### src/rtl/frame_pkg.sv
// frame_pkg: shared encodings for the frame scheduler and its helpers.
package frame_pkg;

    // Scheduler states: collect a frame, wait for the transmitter, stream it out.
    typedef enum logic [1:0] {
        IDLE  = 2'd0,
        FILL  = 2'd1,
        ARMED = 2'd2,
        SEND  = 2'd3
    } state_e;

    // Which requester owns the frame being filled or sent.
    typedef enum logic {
        OWNER_TRACE  = 1'b0,
        OWNER_STATUS = 1'b1
    } owner_e;

    // Filler written into unused slots when a requester goes quiet mid-frame.
    localparam logic [15:0] PAD_WORD = 16'h0000;

endpackage

### src/rtl/frame_scheduler_sync_edge.sv
// sync_edge: multi-flop synchroniser for a dClk-domain level, followed by a
// rising-edge detector in the clk domain.
module sync_edge #(
    parameter int STAGES = 2
) (
    input  logic clk,
    input  logic rst,
    input  logic async_in,
    output logic rise_evt
);

    logic [STAGES-1:0] sync_q, sync_d;
    logic              prev_q, prev_d;

    // Shift the raw input through the chain and remember the last synchronised level.
    always_comb begin
        sync_d    = sync_q << 1;
        sync_d[0] = async_in;
        prev_d    = sync_q[STAGES-1];
        rise_evt  = sync_q[STAGES-1] & ~prev_q;
    end

    // Synchroniser and edge-history flops, cleared together on reset.
    always_ff @(posedge clk) begin
        if (rst) begin
            sync_q <= '0;
            prev_q <= 1'b0;
        end else begin
            sync_q <= sync_d;
            prev_q <= prev_d;
        end
    end

endmodule

### src/rtl/frame_scheduler.sv
// frame_scheduler: arbitrates a trace and a status requester into fixed-size
// frames and hands each completed frame to a dClk-domain SPI transmitter.
module frame_scheduler
    import frame_pkg::*;
#(
    parameter int WORDS_PER_FRAME = 8,
    parameter int PAD_TIMEOUT     = 255,
    parameter int SYNC_STAGES     = 2
) (
    input  logic        clk,
    input  logic        rst,
    input  logic [15:0] trc_word,
    input  logic        trc_valid,
    output logic        trc_ready,
    input  logic [15:0] sts_word,
    input  logic        sts_valid,
    output logic        sts_ready,
    input  logic        tx_free,
    input  logic        rxFrameReset,
    output logic        transmitIn,
    output logic [15:0] tx_word,
    output logic [15:0] frames_sent
);

    localparam int IDX_W = $clog2(WORDS_PER_FRAME + 1);
    localparam int PTR_W = (WORDS_PER_FRAME > 1) ? $clog2(WORDS_PER_FRAME) : 1;
    localparam int TO_W  = (PAD_TIMEOUT > 1) ? $clog2(PAD_TIMEOUT + 1) : 1;
    localparam logic [IDX_W-1:0] FULL_IDX = IDX_W'(WORDS_PER_FRAME);
    localparam logic [IDX_W-1:0] LAST_IDX = IDX_W'(WORDS_PER_FRAME - 1);
    localparam logic [TO_W-1:0]  TO_LAST  = TO_W'(PAD_TIMEOUT - 1);

    state_e            state_q, state_d;
    owner_e            owner_q, owner_d;
    owner_e            last_owner_q, last_owner_d;
    logic [IDX_W-1:0]  wr_idx_q, wr_idx_d;
    logic [IDX_W-1:0]  rd_idx_q, rd_idx_d;
    logic [TO_W-1:0]   timeout_q, timeout_d;
    logic              padding_q, padding_d;
    logic [15:0]       frames_sent_q, frames_sent_d;
    logic              transmit_q, transmit_d;
    logic [15:0]       tx_word_q, tx_word_d;
    logic [15:0]       buf_q [WORDS_PER_FRAME];

    logic              free_evt, abort_evt;
    logic              fill_open, in_hs;
    logic [15:0]       in_word;
    logic              wr_en;
    logic [15:0]       wr_data;

    sync_edge #(.STAGES(SYNC_STAGES)) u_free_sync (
        .clk      (clk),
        .rst      (rst),
        .async_in (tx_free),
        .rise_evt (free_evt)
    );

    sync_edge #(.STAGES(SYNC_STAGES)) u_abort_sync (
        .clk      (clk),
        .rst      (rst),
        .async_in (rxFrameReset),
        .rise_evt (abort_evt)
    );

    // Only the frame owner sees ready, and only while slots remain and no padding runs.
    always_comb begin
        fill_open = !rst && (state_q == FILL) && !padding_q && (wr_idx_q < FULL_IDX);
        trc_ready = fill_open && (owner_q == OWNER_TRACE) && trc_valid;
        sts_ready = fill_open && (owner_q == OWNER_STATUS) && sts_valid;
        in_hs     = trc_ready || sts_ready;
        in_word   = (owner_q == OWNER_STATUS) ? sts_word : trc_word;
    end

    // Next-state logic: arbitration, filling/padding, transmit handshakes and abort.
    always_comb begin
        state_d       = state_q;
        owner_d       = owner_q;
        last_owner_d  = last_owner_q;
        wr_idx_d      = wr_idx_q;
        rd_idx_d      = rd_idx_q;
        timeout_d     = timeout_q;
        padding_d     = padding_q;
        frames_sent_d = frames_sent_q;
        wr_en         = 1'b0;
        wr_data       = PAD_WORD;
        case (state_q)
            IDLE: begin
                if (trc_valid || sts_valid) begin
                    owner_d   = (sts_valid && ((last_owner_q == OWNER_TRACE) || !trc_valid))
                                ? OWNER_STATUS : OWNER_TRACE;
                    state_d   = FILL;
                    wr_idx_d  = '0;
                    timeout_d = '0;
                    padding_d = 1'b0;
                end
            end
            FILL: begin
                if (wr_idx_q == FULL_IDX) begin
                    state_d   = ARMED;
                    rd_idx_d  = '0;
                    padding_d = 1'b0;
                end else if (padding_q) begin
                    wr_en    = 1'b1;
                    wr_data  = PAD_WORD;
                    wr_idx_d = wr_idx_q + 1'b1;
                end else if (in_hs) begin
                    wr_en     = 1'b1;
                    wr_data   = in_word;
                    wr_idx_d  = wr_idx_q + 1'b1;
                    timeout_d = '0;
                end else if (timeout_q == TO_LAST) begin
                    padding_d = 1'b1;
                    timeout_d = '0;
                end else begin
                    timeout_d = timeout_q + 1'b1;
                end
            end
            ARMED: begin
                if (abort_evt) begin
                    rd_idx_d = '0;
                end else if (free_evt) begin
                    state_d  = SEND;
                    rd_idx_d = IDX_W'(1);
                end
            end
            SEND: begin
                if (abort_evt) begin
                    state_d  = ARMED;
                    rd_idx_d = '0;
                end else if (free_evt) begin
                    if (rd_idx_q == LAST_IDX) begin
                        state_d       = IDLE;
                        rd_idx_d      = '0;
                        frames_sent_d = frames_sent_q + 16'd1;
                        last_owner_d  = owner_q;
                    end else begin
                        rd_idx_d = rd_idx_q + 1'b1;
                    end
                end
            end
            default: state_d = IDLE;
        endcase
        transmit_d = (state_d == ARMED) || (state_d == SEND);
        tx_word_d  = transmit_d ? buf_q[rd_idx_d[PTR_W-1:0]] : 16'h0000;
    end

    // State, counters and registered transmitter outputs.
    always_ff @(posedge clk) begin
        if (rst) begin
            state_q       <= IDLE;
            owner_q       <= OWNER_TRACE;
            last_owner_q  <= OWNER_TRACE;
            wr_idx_q      <= '0;
            rd_idx_q      <= '0;
            timeout_q     <= '0;
            padding_q     <= 1'b0;
            frames_sent_q <= 16'd0;
            transmit_q    <= 1'b0;
            tx_word_q     <= 16'h0000;
        end else begin
            state_q       <= state_d;
            owner_q       <= owner_d;
            last_owner_q  <= last_owner_d;
            wr_idx_q      <= wr_idx_d;
            rd_idx_q      <= rd_idx_d;
            timeout_q     <= timeout_d;
            padding_q     <= padding_d;
            frames_sent_q <= frames_sent_d;
            transmit_q    <= transmit_d;
            tx_word_q     <= tx_word_d;
        end
    end

    // Frame storage; contents are only meaningful once the FSM has filled them.
    always_ff @(posedge clk) begin
        if (wr_en) begin
            buf_q[wr_idx_q[PTR_W-1:0]] <= wr_data;
        end
    end

    assign transmitIn  = transmit_q;
    assign tx_word     = tx_word_q;
    assign frames_sent = frames_sent_q;

endmodule

### config.mk
export PLATFORM = sky130hd
export DESIGN_NAME = frame_scheduler
export DESIGN_NICKNAME = d
export VERILOG_FILES = /design/src/rtl/frame_pkg.sv /design/src/rtl/frame_scheduler_sync_edge.sv /design/src/rtl/frame_scheduler.sv
export SDC_FILE = /design/constraint.sdc
export NUM_CORES = 1
export LEC_CHECK = 0
export BUFFER_PORTS_ARGS = -buffer_cell sky130_fd_sc_hd__buf_2
export CAP_MARGIN = 10
export CORE_AREA = 2 2 131 133
export CTS_CLUSTER_SIZE = 30
export DETAILED_ROUTE_END_ITERATION = 16
export DIE_AREA = 0 0 133 135
export PLACE_DENSITY = 0.68
export SYNTH_ARGS = -nofsm -noshare
export SYNTH_HDL_FRONTEND = slang
export SYNTH_HIERARCHICAL = 1
export SYNTH_SLANG_ARGS = --single-unit
### constraint.sdc
create_clock -name clk -period 3.25 [get_ports clk]
set_input_delay 0.65 -clock clk [delete_from_list [all_inputs] [get_ports clk]]
set_output_delay 0.65 -clock clk [all_outputs]
set_load 0.01 [all_outputs]
==> report_table.html, run 1 <==
<table>
<tr><th>Metric</th><th>Value</th></tr>
<tr><th colspan="2">Floorplan</th></tr>
<tr><td>Chip Height</td><td>135 um</td></tr>
<tr><td>Effective utilization at floorplan</td><td>between 40% and 50%</td></tr>
<tr><td>Die Width</td><td>133 um</td></tr>
<tr><td>Count of standard-cell rows</td><td>47</td></tr>
<tr><td>Core footprint</td><td>between 15000 and 20000 um^2</td></tr>
<tr><td>Area of the die</td><td>18000 um^2</td></tr>
<tr><td>Count of pins on the block boundary</td><td>73</td></tr>
<tr><th colspan="2">Setup path</th></tr>
<tr><td>Crit path required time</td><td>3550 ps</td></tr>
<tr><td>CP Data Arrival Time</td><td>approximately 2800 ps</td></tr>
<tr><td>CP max stage delay</td><td>670 ps</td></tr>
<tr><td>Critical path buffers and inverters</td><td>1</td></tr>
<tr><td>Depth of the most critical reg-to-reg path</td><td>7</td></tr>
<tr><td>Top delay family on crit path</td><td>compound AO/OA/AOI/OAI gates</td></tr>
<tr><td>Sequence of cells on the critical path</td><td>ha_1 &gt; and3b_1 &gt; a2111o_2 &gt; buf_12 &gt; and3_1 &gt; o31ai_1 &gt; o211ai_1</td></tr>
<tr><td>Sort of element at the start of the critical path</td><td>flip-flop</td></tr>
<tr><td>Highest fanout seen on the critical path</td><td>62</td></tr>
<tr><td>Setup slack of the most critical reg-to-reg path</td><td>730 ps</td></tr>
<tr><td>Category of the critical setup timing path</td><td>flip-flop to flip-flop</td></tr>
<tr><td>Startpoint of the worst-slack reg-to-reg timing path</td><td>rd_idx_q[0]$_SDFF_PP0_</td></tr>
<tr><td>Capturing point of the worst reg2reg path</td><td>tx_word[2]$_SDFF_PP0_</td></tr>
<tr><td>Library cell contributing the largest single delay on the critical path</td><td>a2111o_2</td></tr>
<tr><td>CP Capture Type</td><td>flip-flop</td></tr>
<tr><th colspan="2">GRT</th></tr>
<tr><td>Total GRT Usage</td><td>20.2%</td></tr>
<tr><td>Remaining Overflow, GRT</td><td>0</td></tr>
<tr><td>Initial antenna violation count</td><td>0</td></tr>
<tr><td>Via count of the first global-routing pass</td><td>5309</td></tr>
<tr><td>Global-route wire length before repair</td><td>about 28000 um</td></tr>
<tr><td>Largest net degree at the start of global routing</td><td>115</td></tr>
<tr><th colspan="2">Logic synthesis</th></tr>
<tr><td>Most common library cells after synthesis</td><td>edfxtp_1, and3_1, dfxtp_1, nor2_1, o211ai_1</td></tr>
<tr><td>Seq/Total Area, Yosys</td><td>around 62%</td></tr>
<tr><td>Proportion of netlist area held by the largest area contributor</td><td>47.4%</td></tr>
<tr><td>Count leader, synth</td><td>edfxtp_1</td></tr>
<tr><td>Area of the mapped netlist</td><td>8110 um^2</td></tr>
<tr><td>Count of cell types in the netlist</td><td>54</td></tr>
<tr><td>Number of synthesized flops with an enable pin</td><td>between 100 and 150</td></tr>
<tr><td>Number of storage elements in the synthesis netlist</td><td>188</td></tr>
<tr><td>Post-synthesis cell type with the largest combined area</td><td>edfxtp_1</td></tr>
<tr><td>Number of warnings printed during yosys synthesis</td><td>6</td></tr>
<tr><td>Proportion of register bits with asynchronous set or reset after synthesis</td><td>0%</td></tr>
<tr><td>Ranking of synthesized cells by area</td><td>edfxtp_1, dfxtp_1, and3_1</td></tr>
<tr><td>Mapped Cells</td><td>664</td></tr>
<tr><td>Net Count, Synth</td><td>between 700 and 800</td></tr>
<tr><td>Predominant post-synthesis flop cell</td><td>edfxtp_1</td></tr>
<tr><td>Mean area per synthesized cell</td><td>12.2 um^2</td></tr>
<tr><th colspan="2">Finish</th></tr>
<tr><td>Nets@finish</td><td>777</td></tr>
<tr><td>Number of inserted filler cells in the final layout</td><td>1333</td></tr>
<tr><td>Filler-free cell count of the finished design</td><td>~970</td></tr>
<tr><td>Relative area change from synthesis to final layout</td><td>14.9%</td></tr>
<tr><td>Share of final-layout standard cells stronger than drive strength 1</td><td>19.3%</td></tr>
<tr><td>ANT cells</td><td>0</td></tr>
<tr><th colspan="2">Min path</th></tr>
<tr><td>Min-Delay Endpoint</td><td>u_free_sync/sync_q[1]$_SDFF_PP0_</td></tr>
<tr><td>Hold path startpoint</td><td>u_free_sync/sync_q[0]$_SDFF_PP0_</td></tr>
<tr><td>Cell count of the worst hold path</td><td>1</td></tr>
<tr><td>Hold Path Class</td><td>flip-flop to flip-flop</td></tr>
<tr><th colspan="2">Power and ir drop</th></tr>
<tr><td>Lkg Pwr</td><td>3.50 nW</td></tr>
<tr><td>Worst VDD drop</td><td>397 uV</td></tr>
<tr><td>Power after layout</td><td>4.67 mW</td></tr>
<tr><td>Power per standard cell area</td><td>502 nW/um^2</td></tr>
<tr><th colspan="2">STA</th></tr>
<tr><td>Final worst-path setup slack</td><td>around 730 ps</td></tr>
<tr><td>Tightest Pin Transition</td><td>between 500 and 600 ps</td></tr>
<tr><td>Worst-case clock skew</td><td>7.79 ps</td></tr>
<tr><td>Crit share post-route</td><td>77.4%</td></tr>
<tr><td>Number of failing hold endpoints at the final stage</td><td>0</td></tr>
<tr><td>Slew Limit Headroom</td><td>between 60% and 70%</td></tr>
<tr><td>Max Clock Freq</td><td>397 MHz</td></tr>
<tr><td>Final count of pins violating max slew</td><td>0</td></tr>
<tr><td>Final count of negative-setup-slack endpoints</td><td>0</td></tr>
<tr><td>Final-layout worst hold slack</td><td>433 ps</td></tr>
<tr><td>Final min period</td><td>2520 ps</td></tr>
<tr><td>Summed negative setup slack over all endpoints</td><td>0 ps</td></tr>
<tr><td>RSZ-0062 raised after global routing</td><td>false</td></tr>
<tr><th colspan="2">Clock network</th></tr>
<tr><td>H-tree depth</td><td>4</td></tr>
<tr><td>Maximum count of clock buffers along a single path</td><td>2</td></tr>
<tr><td>Post-CTS setup buffer count</td><td>0</td></tr>
<tr><td>TritonCTS Buffers</td><td>17</td></tr>
<tr><td>Clock sink count</td><td>188</td></tr>
<tr><td>Clock insertion delay at the later pin of the skew report</td><td>about 430 ps</td></tr>
<tr><td># resized after CTS</td><td>0</td></tr>
<tr><td>Cts-stage hold buffer count</td><td>0</td></tr>
<tr><td>Root Buffer Master</td><td>clkbuf_16</td></tr>
<tr><td>Clock tree from TritonCTS</td><td>done</td></tr>
<tr><td>Clock transition at the registers of the reported paths</td><td>60 ps</td></tr>
<tr><th colspan="2">Route</th></tr>
<tr><td>Via density</td><td>5.64</td></tr>
<tr><td>Remaining antenna violation count</td><td>0</td></tr>
<tr><td>First-pass iteration count of the detailed router</td><td>6</td></tr>
<tr><td>DRC violation count after routing</td><td>0</td></tr>
<tr><td>DRT Wirelength</td><td>17500 um</td></tr>
<tr><td>Initial DRC Count</td><td>399</td></tr>
<tr><td>Total via count in the routed design</td><td>5450</td></tr>
<tr><td>Wire per inst</td><td>18.1 um</td></tr>
<tr><th colspan="2">Job</th></tr>
<tr><td>Number of max-capacitance violations reported</td><td>0</td></tr>
<tr><th colspan="2">Placed design</th></tr>
<tr><td>Detailed-placement wirelength estimate</td><td>10500 um</td></tr>
<tr><td>Number of port buffers</td><td>between 70 and 80</td></tr>
<tr><td>Final RePlAce weighted congestion</td><td>~0.83</td></tr>
<tr><td>Number of cells after detailed placement</td><td>slightly above 900</td></tr>
<tr><td>Placement Setup Slack</td><td>768 ps</td></tr>
<tr><th colspan="2">Run status</th></tr>
<tr><td>Outcome</td><td>finished clean</td></tr>
</table>
-- placed cells by master, fill, tap and decap left out, types with 8 or more instances in the layout --
master	n
edfxtp_1	128
buf_2	72
and3_1	67
dfxtp_1	60
nor2_1	54
o211ai_1	48
a21boi_0	29
buf_4	24
nand2_1	20
a211oi_1	20
a21boi_1	20
mux2i_1	18
clkbuf_16	17
o31ai_1	16
a21oi_1	11
inv_1	9
nand3_1	9
xnor2_1	9
o21ai_0	9
xor2_1	9
nand4_1	8
-- area by class of cell --
cell class              count  area, um^2  area share (%)
inverters                   9        33.8           0.363
flip-flops and latches    188        5040            54.2
well taps                 220         275            2.96
repair buffers             98         581            6.23
clock buffers              23         482            5.17
multi-input cells         419        2810            30.2
clock inverters             9        86.3           0.927
-- cell families (layout without fill, tap and decap cells) --
| group | count (synthesis) | count (layout) | share of synthesized area, % |
|---|---|---|---|
| adders and majority gates | 6 | 6 | 0.926 |
| and+or+nand+nor | 210 | 210 | 14.3 |
| DFF | 188 | 188 | 62.2 |
| muxes | 19 | 19 | 2.36 |
| xor gates and xnor gates | 18 | 18 | 1.95 |
| buffers and inverters | 57 | 139 | 3.30 |
| AOI/OAI and AO/OA | 166 | 166 | 15.0 |
-- registers in the layout, summed over array words and instances, names as in the netlist --
register             flops
u_abort_sync/sync_q      2
last_owner_q             1
state_q                  2
rd_idx_q                 4
tx_word                 16
u_abort_sync/prev_q      1
owner_q                  1
u_free_sync/prev_q       1
timeout_q                8
wr_idx_q                 4
frames_sent             16
padding_q                1
u_free_sync/sync_q       2
transmitIn               1
buf_q                  128
-- stage by stage --
step,cell area (um^2),utilization (%)
5_1_grt,9310,56.8
3_5_place_dp,8740,53.3
4_1_cts,9310,56.8
2_1_floorplan,8110,-
3_3_place_gp,8740,53.3
6_report,9310,56.8
-- worst reg2reg max path, delay by kind of cell, from the launching register on --
| kind | cells | cell delay (ps) |
|---|---|---|
| simple gates | 2 | 470 |
| fa+ha+maj | 1 | 250 |
| compound gates | 3 | 1040 |
| flops | 1 | 350 |
| buf+inv | 1 | 300 |
-- how the worst max path moves through the flow --
| stage | start | endpoint | slack, ps | cells past startpoint |
|---|---|---|---|---|
| CTS | rd_idx_q[0]$_SDFF_PP0_ | tx_word[2]$_SDFF_PP0_ | 740 | 7 |
| finish | rd_idx_q[0]$_SDFF_PP0_ | tx_word[2]$_SDFF_PP0_ | 730 | 7 |
| floorplan | rst | buf_q[0][0]$_DFFE_PP_ | 430 | 5 |
| global route | state_q[0]$_SDFF_PP0_ | buf_q[1][11]$_DFFE_PP_ | 540 | 6 |
| detailed placement | rd_idx_q[0]$_SDFF_PP0_ | tx_word[2]$_SDFF_PP0_ | 770 | 7 |
| global placement | rd_idx_q[0]$_SDFF_PP0_ | tx_word[14]$_SDFF_PP0_ | 870 | 7 |
-- layer usage --
metal | vias to the layer above | share of wire [%] | GRT usage, %
met1 | 2642 | 44 | 25.7
met3 | 19 | 4.5 | 4.24
met5 | - | 0 | 0
met4 | 0 | 1.5 | 6.81
li1 | 2658 | - | -
met2 | 131 | 50 | 34.6
-- report_power, final --
| group | total, mW | leakage, nW | internal, mW | switching, mW |
|---|---|---|---|---|
| registers | 2.56 | 1.73 | 2.55 | 0.00820 |
| clock network | 1.98 | 0.283 | 1.13 | 0.852 |
| logic | 0.135 | 1.49 | 0.0526 | 0.0827 |
No activity file was read; power rests on OpenSTA's default activity.
==> run 2, diff against run 1 <==
PLACE_DENSITY = 0.7   (was 0.68)
clock period = 2.2 ns   (was 3.25 ns; I/O delays follow)
==> report_table.html, run 2 (synthesis gave the netlist of run 1 again) <==
<table>
<tr><th>Metric</th><th>Value</th></tr>
<tr><th colspan="2">Run status</th></tr>
<tr><td>Outcome</td><td>finished clean</td></tr>
<tr><th colspan="2">Finish</th></tr>
<tr><td>ANT cells</td><td>0</td></tr>
<tr><td>Non-Filler Cell Area, Final</td><td>10100 um^2</td></tr>
<tr><td>Commonest cells after routing, fill and taps aside</td><td>edfxtp_1, buf_2, and3_1</td></tr>
<tr><td>Filler-free cell count of the finished design</td><td>1004</td></tr>
<tr><td>Number of flip-flops under the largest register name</td><td>128</td></tr>
<tr><td>Relative area change from synthesis to final layout</td><td>24.5%</td></tr>
<tr><td>Nets@finish</td><td>between 800 and 900</td></tr>
<tr><td>Number of inserted filler cells in the final layout</td><td>1247</td></tr>
<tr><td>Final Util</td><td>61.5%</td></tr>
<tr><td>Share of final-layout standard cells stronger than drive strength 1</td><td>26.9%</td></tr>
<tr><td>Most common cell after layout, fill and taps aside</td><td>edfxtp_1</td></tr>
<tr><th colspan="2">Setup path</th></tr>
<tr><td>CP Capture Type</td><td>flip-flop</td></tr>
<tr><td>Sequence of cells on the critical path</td><td>ha_4 &gt; and3b_1 &gt; a2111o_2 &gt; buf_12 &gt; clkbuf_16 &gt; and3_1 &gt; o211ai_1 &gt; o211ai_1</td></tr>
<tr><td>Sort of element at the start of the critical path</td><td>flip-flop</td></tr>
<tr><td>CP most frequent cell</td><td>o211ai_1</td></tr>
<tr><td>Crit path required time</td><td>2510 ps</td></tr>
<tr><td>Highest fanout seen on the critical path</td><td>35</td></tr>
<tr><td>Library cell contributing the largest single delay on the critical path</td><td>a2111o_2</td></tr>
<tr><td>Top delay family on crit path</td><td>compound AO/OA/AOI/OAI gates</td></tr>
<tr><td>Critical path buffers and inverters</td><td>2</td></tr>
<tr><td>Category of the critical setup timing path</td><td>flip-flop to flip-flop</td></tr>
<tr><td>CP max stage delay</td><td>490 ps</td></tr>
<tr><td>CP Data Arrival Time</td><td>2500 ps</td></tr>
<tr><th colspan="2">GRT</th></tr>
<tr><td>Remaining Overflow, GRT</td><td>0</td></tr>
<tr><td>Via count of the first global-routing pass</td><td>approximately 5700</td></tr>
<tr><td>Initial antenna violation count</td><td>0</td></tr>
<tr><td>Largest net degree at the start of global routing</td><td>71</td></tr>
<tr><td>Global-route wire length before repair</td><td>just under 30000 um</td></tr>
<tr><td>Total GRT Usage</td><td>21.3%</td></tr>
<tr><th colspan="2">Placed design</th></tr>
<tr><td>Detailed-placement wirelength estimate</td><td>approximately 11000 um</td></tr>
<tr><td>Number of port buffers</td><td>72</td></tr>
<tr><td>Final RePlAce weighted congestion</td><td>0.803</td></tr>
<tr><td>Total placed instance area</td><td>9020 um^2</td></tr>
<tr><td>Number of cells after detailed placement</td><td>956</td></tr>
<tr><th colspan="2">Clock network</th></tr>
<tr><td>Clock tree from TritonCTS</td><td>done</td></tr>
<tr><td>Maximum count of clock buffers along a single path</td><td>2</td></tr>
<tr><td>Clock insertion delay at the later pin of the skew report</td><td>440 ps</td></tr>
<tr><td>H-tree depth</td><td>4</td></tr>
<tr><td>Clock transition at the registers of the reported paths</td><td>70 ps</td></tr>
<tr><td>TritonCTS Buffers</td><td>17</td></tr>
<tr><td>Root Buffer Master</td><td>clkbuf_16</td></tr>
<tr><td>Clock sink count</td><td>roughly 190</td></tr>
<tr><th colspan="2">Floorplan</th></tr>
<tr><td>Chip Height</td><td>135 um</td></tr>
<tr><td>Count of standard-cell rows</td><td>47</td></tr>
<tr><td>Count of pins on the block boundary</td><td>73</td></tr>
<tr><td>Die Width</td><td>~130 um</td></tr>
<tr><td>Core footprint</td><td>16400 um^2</td></tr>
<tr><td>Area of the die</td><td>between 15000 and 20000 um^2</td></tr>
<tr><td>Effective utilization at floorplan</td><td>49.4%</td></tr>
<tr><th colspan="2">Route</th></tr>
<tr><td>First-pass iteration count of the detailed router</td><td>4</td></tr>
<tr><td>Total via count in the routed design</td><td>5924</td></tr>
<tr><td>Wire per inst</td><td>a little over 20 um</td></tr>
<tr><td>Via density</td><td>5.90</td></tr>
<tr><td>DRT Wirelength</td><td>roughly 21000 um</td></tr>
<tr><td>Remaining antenna violation count</td><td>0</td></tr>
<tr><td>DRC violation count after routing</td><td>0</td></tr>
<tr><td>Initial DRC Count</td><td>452</td></tr>
<tr><th colspan="2">Min path</th></tr>
<tr><td>Hold Path Class</td><td>primary input to flip-flop</td></tr>
<tr><th colspan="2">STA</th></tr>
<tr><td>Summed negative setup slack over all endpoints</td><td>0 ps</td></tr>
<tr><td>Final count of pins violating max slew</td><td>0</td></tr>
<tr><td>Tightest Pin Transition</td><td>a little over 600 ps</td></tr>
<tr><td>Worst-case clock skew</td><td>11.9 ps</td></tr>
<tr><td>Max Clock Freq</td><td>456 MHz</td></tr>
<tr><td>RSZ-0062 raised after global routing</td><td>true</td></tr>
<tr><td>Number of failing hold endpoints at the final stage</td><td>0</td></tr>
<tr><td>Crit share post-route</td><td>99.8%</td></tr>
<tr><td>Slew Limit Headroom</td><td>58.9%</td></tr>
<tr><td>Final min period</td><td>2190 ps</td></tr>
<tr><td>Final count of negative-setup-slack endpoints</td><td>0</td></tr>
<tr><td>Final-layout worst hold slack</td><td>around 220 ps</td></tr>
<tr><th colspan="2">Job</th></tr>
<tr><td>Number of max-capacitance violations reported</td><td>0</td></tr>
<tr><th colspan="2">Power and ir drop</th></tr>
<tr><td>Lkg Pwr</td><td>between 3 and 4 nW</td></tr>
<tr><td>Power per standard cell area</td><td>685 nW/um^2</td></tr>
<tr><td>Worst VDD drop</td><td>583 uV</td></tr>
</table>
==> run 2: final timing paths <==
check / from / to / slack [ps] / depth (start not counted)
max reg2reg: rd_idx_q[0]$_SDFF_PP0_ / tx_word[11]$_SDFF_PP0_ / 5 / 8
max: rd_idx_q[0]$_SDFF_PP0_ / tx_word[11]$_SDFF_PP0_ / 5 / 8
min: rxFrameReset / u_abort_sync/sync_q[0]$_SDFF_PP0_ / 220 / 2
min reg2reg: u_free_sync/sync_q[0]$_SDFF_PP0_ / u_free_sync/sync_q[1]$_SDFF_PP0_ / 430 / 1
==> run 2: final cells by class <==
cell class | instances | area, um^2 | area share, %
multi-input cells | 420 | 2980 | 29.5
clock buffers | 23 | 468 | 4.64
inverters | 9 | 33.8 | 0.335
well taps | 220 | 275 | 2.73
clock inverters | 9 | 88.8 | 0.880
flip-flops and latches | 188 | 5050 | 50.0
repair buffers | 135 | 1200 | 11.9
==> run 2: per-layer routing <==
| layer | share of wire (%) | track usage, % | vias up |
|---|---|---|---|
| li1 | - | - | 2734 |
| met1 | 41 | 27.2 | 2910 |
| met2 | 50 | 36.2 | 234 |
| met3 | 6.2 | 3.68 | 46 |
| met4 | 2.8 | 9.14 | 0 |
| met5 | 0 | 0 | - |
==> run 2: timing repair <==
action | in CTS | in global routing
hold buffers | 0 | 0
hold endpoints to repair | 0 | 0
buffers inserted | 0 | 3
gates resized for setup | 4 | 42
gates cloned | 1 | 12
pin swaps | 0 | 16
endpoints found under the setup margin | 14 | 19
==> run 2: metrics by stage <==
step / worst slack (ps) / power (mW)
finish: 5.39 / 6.91
global route: -56.3 / 7.10
CTS: 4.95 / 6.92
detailed placement: -43.6 / 4.07
global placement: 11.7 / 4.06
floorplan: -67.6 / 3.97
==> run 2: power by group <==
part / leakage (nW) / total [mW] / switching (mW) / internal (mW)
logic: 1.79 / 0.218 / 0.129 / 0.0889
clock network: 0.266 / 2.91 / 1.29 / 1.62
registers: 1.73 / 3.78 / 0.0111 / 3.77
==> run 2: worst reg2reg max path, delay by kind of cell (launching register included) <==
kind            cells  cell delay [ps]
fa+ha+maj           1              170
simple gates        2              390
compound gates      3              800
flops               1              340
buf+inv             2              390
==> run 3, diff against run 2 <==
CORE_AREA = 2 2 127 129   (was 2 2 131 133)
DIE_AREA = 0 0 129 131   (was 0 0 133 135)
PLACE_DENSITY = 0.71   (was 0.7)
SYNTH_HIERARCHICAL = not set   (was 1)
==> report_table.html, run 3 <==
<table>
<tr><th>Metric</th><th>Value</th></tr>
<tr><th colspan="2">Setup path</th></tr>
<tr><td>Library cell contributing the largest single delay on the critical path</td><td>dfxtp_4</td></tr>
<tr><td>Crit path required time</td><td>1760 ps</td></tr>
<tr><td>Startpoint of the worst-slack reg-to-reg timing path</td><td>wr_idx_q[1]$_SDFFE_PP0P_</td></tr>
<tr><td>Capturing point of the worst reg2reg path</td><td>buf_q[0][1]$_DFFE_PP_</td></tr>
<tr><td>CP Capture Type</td><td>primary output</td></tr>
<tr><td>Setup slack of the most critical reg-to-reg path</td><td>100 ps</td></tr>
<tr><td>Depth of the most critical reg-to-reg path</td><td>8</td></tr>
<tr><td>Category of the critical setup timing path</td><td>flip-flop to primary output</td></tr>
<tr><td>CP Data Arrival Time</td><td>1670 ps</td></tr>
<tr><td>CP max stage delay</td><td>380 ps</td></tr>
<tr><td>Sort of element at the start of the critical path</td><td>flip-flop</td></tr>
<tr><td>Highest fanout seen on the critical path</td><td>7</td></tr>
<tr><td>Sequence of cells on the critical path</td><td>and2b_2 &gt; buf_4 &gt; and2_1 &gt; and3b_1 &gt; buf_2</td></tr>
<tr><th colspan="2">Logic synthesis</th></tr>
<tr><td>Most common library cells after synthesis</td><td>edfxtp_1, nand2_1, dfxtp_1, nor2_1, a21oi_1</td></tr>
<tr><td>Seq/Total Area, Yosys</td><td>66.0%</td></tr>
<tr><td>Net Count, Synth</td><td>677</td></tr>
<tr><td>Post-synthesis cell type with the largest combined area</td><td>edfxtp_1</td></tr>
<tr><td>Area of the mapped netlist</td><td>around 7600 um^2</td></tr>
<tr><td>Count of cell types in the netlist</td><td>53</td></tr>
<tr><td>Proportion of register bits with asynchronous set or reset after synthesis</td><td>0%</td></tr>
<tr><td>Predominant post-synthesis flop cell</td><td>edfxtp_1</td></tr>
<tr><td>Number of warnings printed during yosys synthesis</td><td>0</td></tr>
<tr><td>Count leader, synth</td><td>edfxtp_1</td></tr>
<tr><td>Mean area per synthesized cell</td><td>around 12 um^2</td></tr>
<tr><td>Mapped Cells</td><td>roughly 630</td></tr>
<tr><td>Number of synthesized flops with an enable pin</td><td>128</td></tr>
<tr><td>Number of storage elements in the synthesis netlist</td><td>between 150 and 200</td></tr>
<tr><td>Ranking of synthesized cells by area</td><td>edfxtp_1, dfxtp_1, nand2_1</td></tr>
<tr><td>Proportion of netlist area held by the largest area contributor</td><td>50.5%</td></tr>
<tr><th colspan="2">Floorplan</th></tr>
<tr><td>Effective utilization at floorplan</td><td>48.8%</td></tr>
<tr><td>Die Width</td><td>129 um</td></tr>
<tr><td>Chip Height</td><td>131 um</td></tr>
<tr><td>Count of pins on the block boundary</td><td>73</td></tr>
<tr><td>Area of the die</td><td>16900 um^2</td></tr>
<tr><td>Core footprint</td><td>15600 um^2</td></tr>
<tr><td>Count of standard-cell rows</td><td>46</td></tr>
<tr><th colspan="2">Power and ir drop</th></tr>
<tr><td>Lkg Pwr</td><td>~3.3 nW</td></tr>
<tr><td>Sequential share of power</td><td>around 56%</td></tr>
<tr><td>Worst VDD drop</td><td>537 uV</td></tr>
<tr><td>Internal Power</td><td>5.28 mW</td></tr>
<tr><td>Clock network fraction of design power</td><td>39.9%</td></tr>
<tr><td>Power per standard cell area</td><td>approximately 730 nW/um^2</td></tr>
<tr><td>Part of the total power dissipated in combinational logic</td><td>around 3.7%</td></tr>
<tr><td>Net Sw Power</td><td>about 1.4 mW</td></tr>
<tr><td>Sw Share</td><td>around a fifth</td></tr>
<tr><th colspan="2">Placed design</th></tr>
<tr><td>Total placed instance area</td><td>8620 um^2</td></tr>
<tr><td>Final RePlAce weighted congestion</td><td>0.813</td></tr>
<tr><td>Detailed-placement wirelength estimate</td><td>between 10000 and 15000 um</td></tr>
<tr><td>Number of port buffers</td><td>72</td></tr>
<tr><th colspan="2">GRT</th></tr>
<tr><td>Initial antenna violation count</td><td>0</td></tr>
<tr><td>Remaining Overflow, GRT</td><td>0</td></tr>
<tr><td>Total GRT Usage</td><td>20.1%</td></tr>
<tr><td>Global-route wire length before repair</td><td>25700 um</td></tr>
<tr><td>Via count of the first global-routing pass</td><td>a little over 5000</td></tr>
<tr><td>Largest net degree at the start of global routing</td><td>43</td></tr>
<tr><th colspan="2">STA</th></tr>
<tr><td>Worst-case clock skew</td><td>12.5 ps</td></tr>
<tr><td>Tightest Pin Transition</td><td>around 570 ps</td></tr>
<tr><td>Max Clock Freq</td><td>roughly 470 MHz</td></tr>
<tr><td>Final count of negative-setup-slack endpoints</td><td>0</td></tr>
<tr><td>Final count of pins violating max slew</td><td>0</td></tr>
<tr><td>Summed negative setup slack over all endpoints</td><td>0 ps</td></tr>
<tr><td>Number of failing hold endpoints at the final stage</td><td>0</td></tr>
<tr><td>Final min period</td><td>2110 ps</td></tr>
<tr><td>Crit share post-route</td><td>95.8%</td></tr>
<tr><td>Slew Limit Headroom</td><td>61.8%</td></tr>
<tr><th colspan="2">Job</th></tr>
<tr><td>Number of max-capacitance violations reported</td><td>0</td></tr>
<tr><th colspan="2">Clock network</th></tr>
<tr><td>TritonCTS Buffers</td><td>17</td></tr>
<tr><td>Root Buffer Master</td><td>clkbuf_16</td></tr>
<tr><td>Clock transition at the registers of the reported paths</td><td>~60 ps</td></tr>
<tr><td>Clock sink count</td><td>187</td></tr>
<tr><td>H-tree depth</td><td>4</td></tr>
<tr><td>Clock insertion delay at the later pin of the skew report</td><td>420 ps</td></tr>
<tr><td>Clock tree from TritonCTS</td><td>done</td></tr>
<tr><td>Maximum count of clock buffers along a single path</td><td>2</td></tr>
<tr><td>Cts-stage hold buffer count</td><td>0</td></tr>
<tr><th colspan="2">Route</th></tr>
<tr><td>Wl on met1</td><td>6910 um</td></tr>
<tr><td>Highest metal layer used by the detailed router</td><td>met4</td></tr>
<tr><td>Total via count in the routed design</td><td>5153</td></tr>
<tr><td>DRC violation count after routing</td><td>0</td></tr>
<tr><td>Wire per inst</td><td>between 15 and 20 um</td></tr>
<tr><td>First-pass iteration count of the detailed router</td><td>4</td></tr>
<tr><td>DRT Wirelength</td><td>16000 um</td></tr>
<tr><td>Routed length on met3</td><td>748 um</td></tr>
<tr><td>Via density</td><td>5.40</td></tr>
<tr><td>Remaining antenna violation count</td><td>0</td></tr>
<tr><td>Total length of routed met2 wires</td><td>just over 8000 um</td></tr>
<tr><td>Initial DRC Count</td><td>432</td></tr>
<tr><th colspan="2">Finish</th></tr>
<tr><td>ANT cells</td><td>0</td></tr>
<tr><td>Most common cell after layout, fill and taps aside</td><td>edfxtp_1</td></tr>
<tr><td>Number of flip-flops under the largest register name</td><td>128</td></tr>
<tr><td>Number of inserted filler cells in the final layout</td><td>roughly 1300</td></tr>
<tr><td>Nets@finish</td><td>769</td></tr>
<tr><td>Non-Filler Cell Area, Final</td><td>9180 um^2</td></tr>
<tr><td>Commonest cells after routing, fill and taps aside</td><td>edfxtp_1, nand2_1, buf_2</td></tr>
<tr><td>Share of final-layout standard cells stronger than drive strength 1</td><td>around 23%</td></tr>
<tr><td>Relative area change from synthesis to final layout</td><td>20.6%</td></tr>
<tr><th colspan="2">Min path</th></tr>
<tr><td>Cell count of the worst hold path</td><td>2</td></tr>
<tr><td>Hold path startpoint</td><td>rxFrameReset</td></tr>
<tr><td>Min-Delay Endpoint</td><td>u_abort_sync.sync_q[0]$_SDFF_PP0_</td></tr>
<tr><td>Hold Path Class</td><td>primary input to flip-flop</td></tr>
<tr><th colspan="2">Run status</th></tr>
<tr><td>Outcome</td><td>finished clean</td></tr>
</table>
run 3: cell types whose count changed in the layout (fill, tap and decap cells not counted), moves of 14 or more:
cell / delta
a211oi_2: -14
a21boi_0: -28
a21boi_1: -18
a21oi_1: +33
a32o_1: +31
and3_1: -62
buf_4: -15
nand2_1: +94
o211ai_1: -45
o22ai_1: +16
run 3: area by class of cell:
class                   instances  area (um^2)  share of cell area (%)
repair buffers                106          791                    8.62
multi-input cells             403         2530                    27.5
clock inverters                14         81.3                   0.886
flip-flops and latches        187         5040                    54.9
clock buffers                  18          429                    4.68
well taps                     216          270                    2.94
inverters                      10         40.0                   0.436
run 3: logic make-up (layout without fill, tap and decap cells):
logic type | after synthesis | in the layout | share of synthesized area, %
and+or+nand+nor | 240 | 240 | 14.5
xor gates and xnor gates | 19 | 19 | 2.19
DFF | 187 | 187 | 66.0
muxes | 19 | 19 | 2.51
adders and majority gates | 6 | 6 | 0.986
AOI/OAI and AO/OA | 119 | 119 | 11.3
buffers and inverters | 43 | 148 | 2.53
run 3: routing by layer:
metal	global-route usage, %	vias to the layer above
met5	0	-
met3	5.09	18
met4	6.52	0
met2	33.7	122
li1	-	2490
met1	25.7	2523
run 3: power groups by stage:
stage	sequential (mW)	combinational, mW	clock (mW)
finish	3.77	0.245	2.67
global route	3.77	0.274	2.86
CTS	3.77	0.246	2.72
detailed placement	3.84	0.245	0
global placement	3.84	0.235	0
floorplan	3.84	0.155	0
run 3: per-stage QoR:
step / hold WS, ps / utilization [%] / instances / power [mW] / setup WS [ps]
2_1_floorplan: 414 / - / 633 / 3.99 / -17.4
3_3_place_gp: 426 / 55.3 / 918 / 4.08 / 176
3_5_place_dp: 426 / 55.3 / 918 / 4.09 / 94.0
4_1_cts: 221 / 58.6 / 950 / 6.73 / 10.9
5_1_grt: 250 / 58.8 / 954 / 6.90 / -14.2
6_report: 228 / 58.8 / 954 / 6.68 / 92.0
run 3: how the worst max path moves through the flow:
stage                             startpoint                     endpoint  depth (start not counted)
global placement    wr_idx_q[1]$_SDFFE_PP0P_        buf_q[0][7]$_DFFE_PP_                          8
global route          rd_idx_q[1]$_SDFF_PP0_  frames_sent[8]$_SDFFE_PP0P_                          7
CTS                    state_q[1]$_SDFF_PP0_                    trc_ready                          5
detailed placement    rd_idx_q[0]$_SDFF_PP0_  frames_sent[8]$_SDFFE_PP0P_                          6
floorplan           wr_idx_q[1]$_SDFFE_PP0P_        buf_q[0][0]$_DFFE_PP_                          7
finish                 state_q[1]$_SDFF_PP0_                    trc_ready                          5
run 3: what timing repair did:
item / CTS / global route
setup buffers: 0 / 4
setup endpoints to repair: 2 / 24
pin swaps: 0 / 2
gates resized for setup: 1 / 6
run 3: worst max-delay path, delay by kind of cell (launching register included):
family | cells | cell delay (ps)
buffers and inverters | 2 | 280
flip-flops | 1 | 380
AND/OR/NAND/NOR | 3 | 580
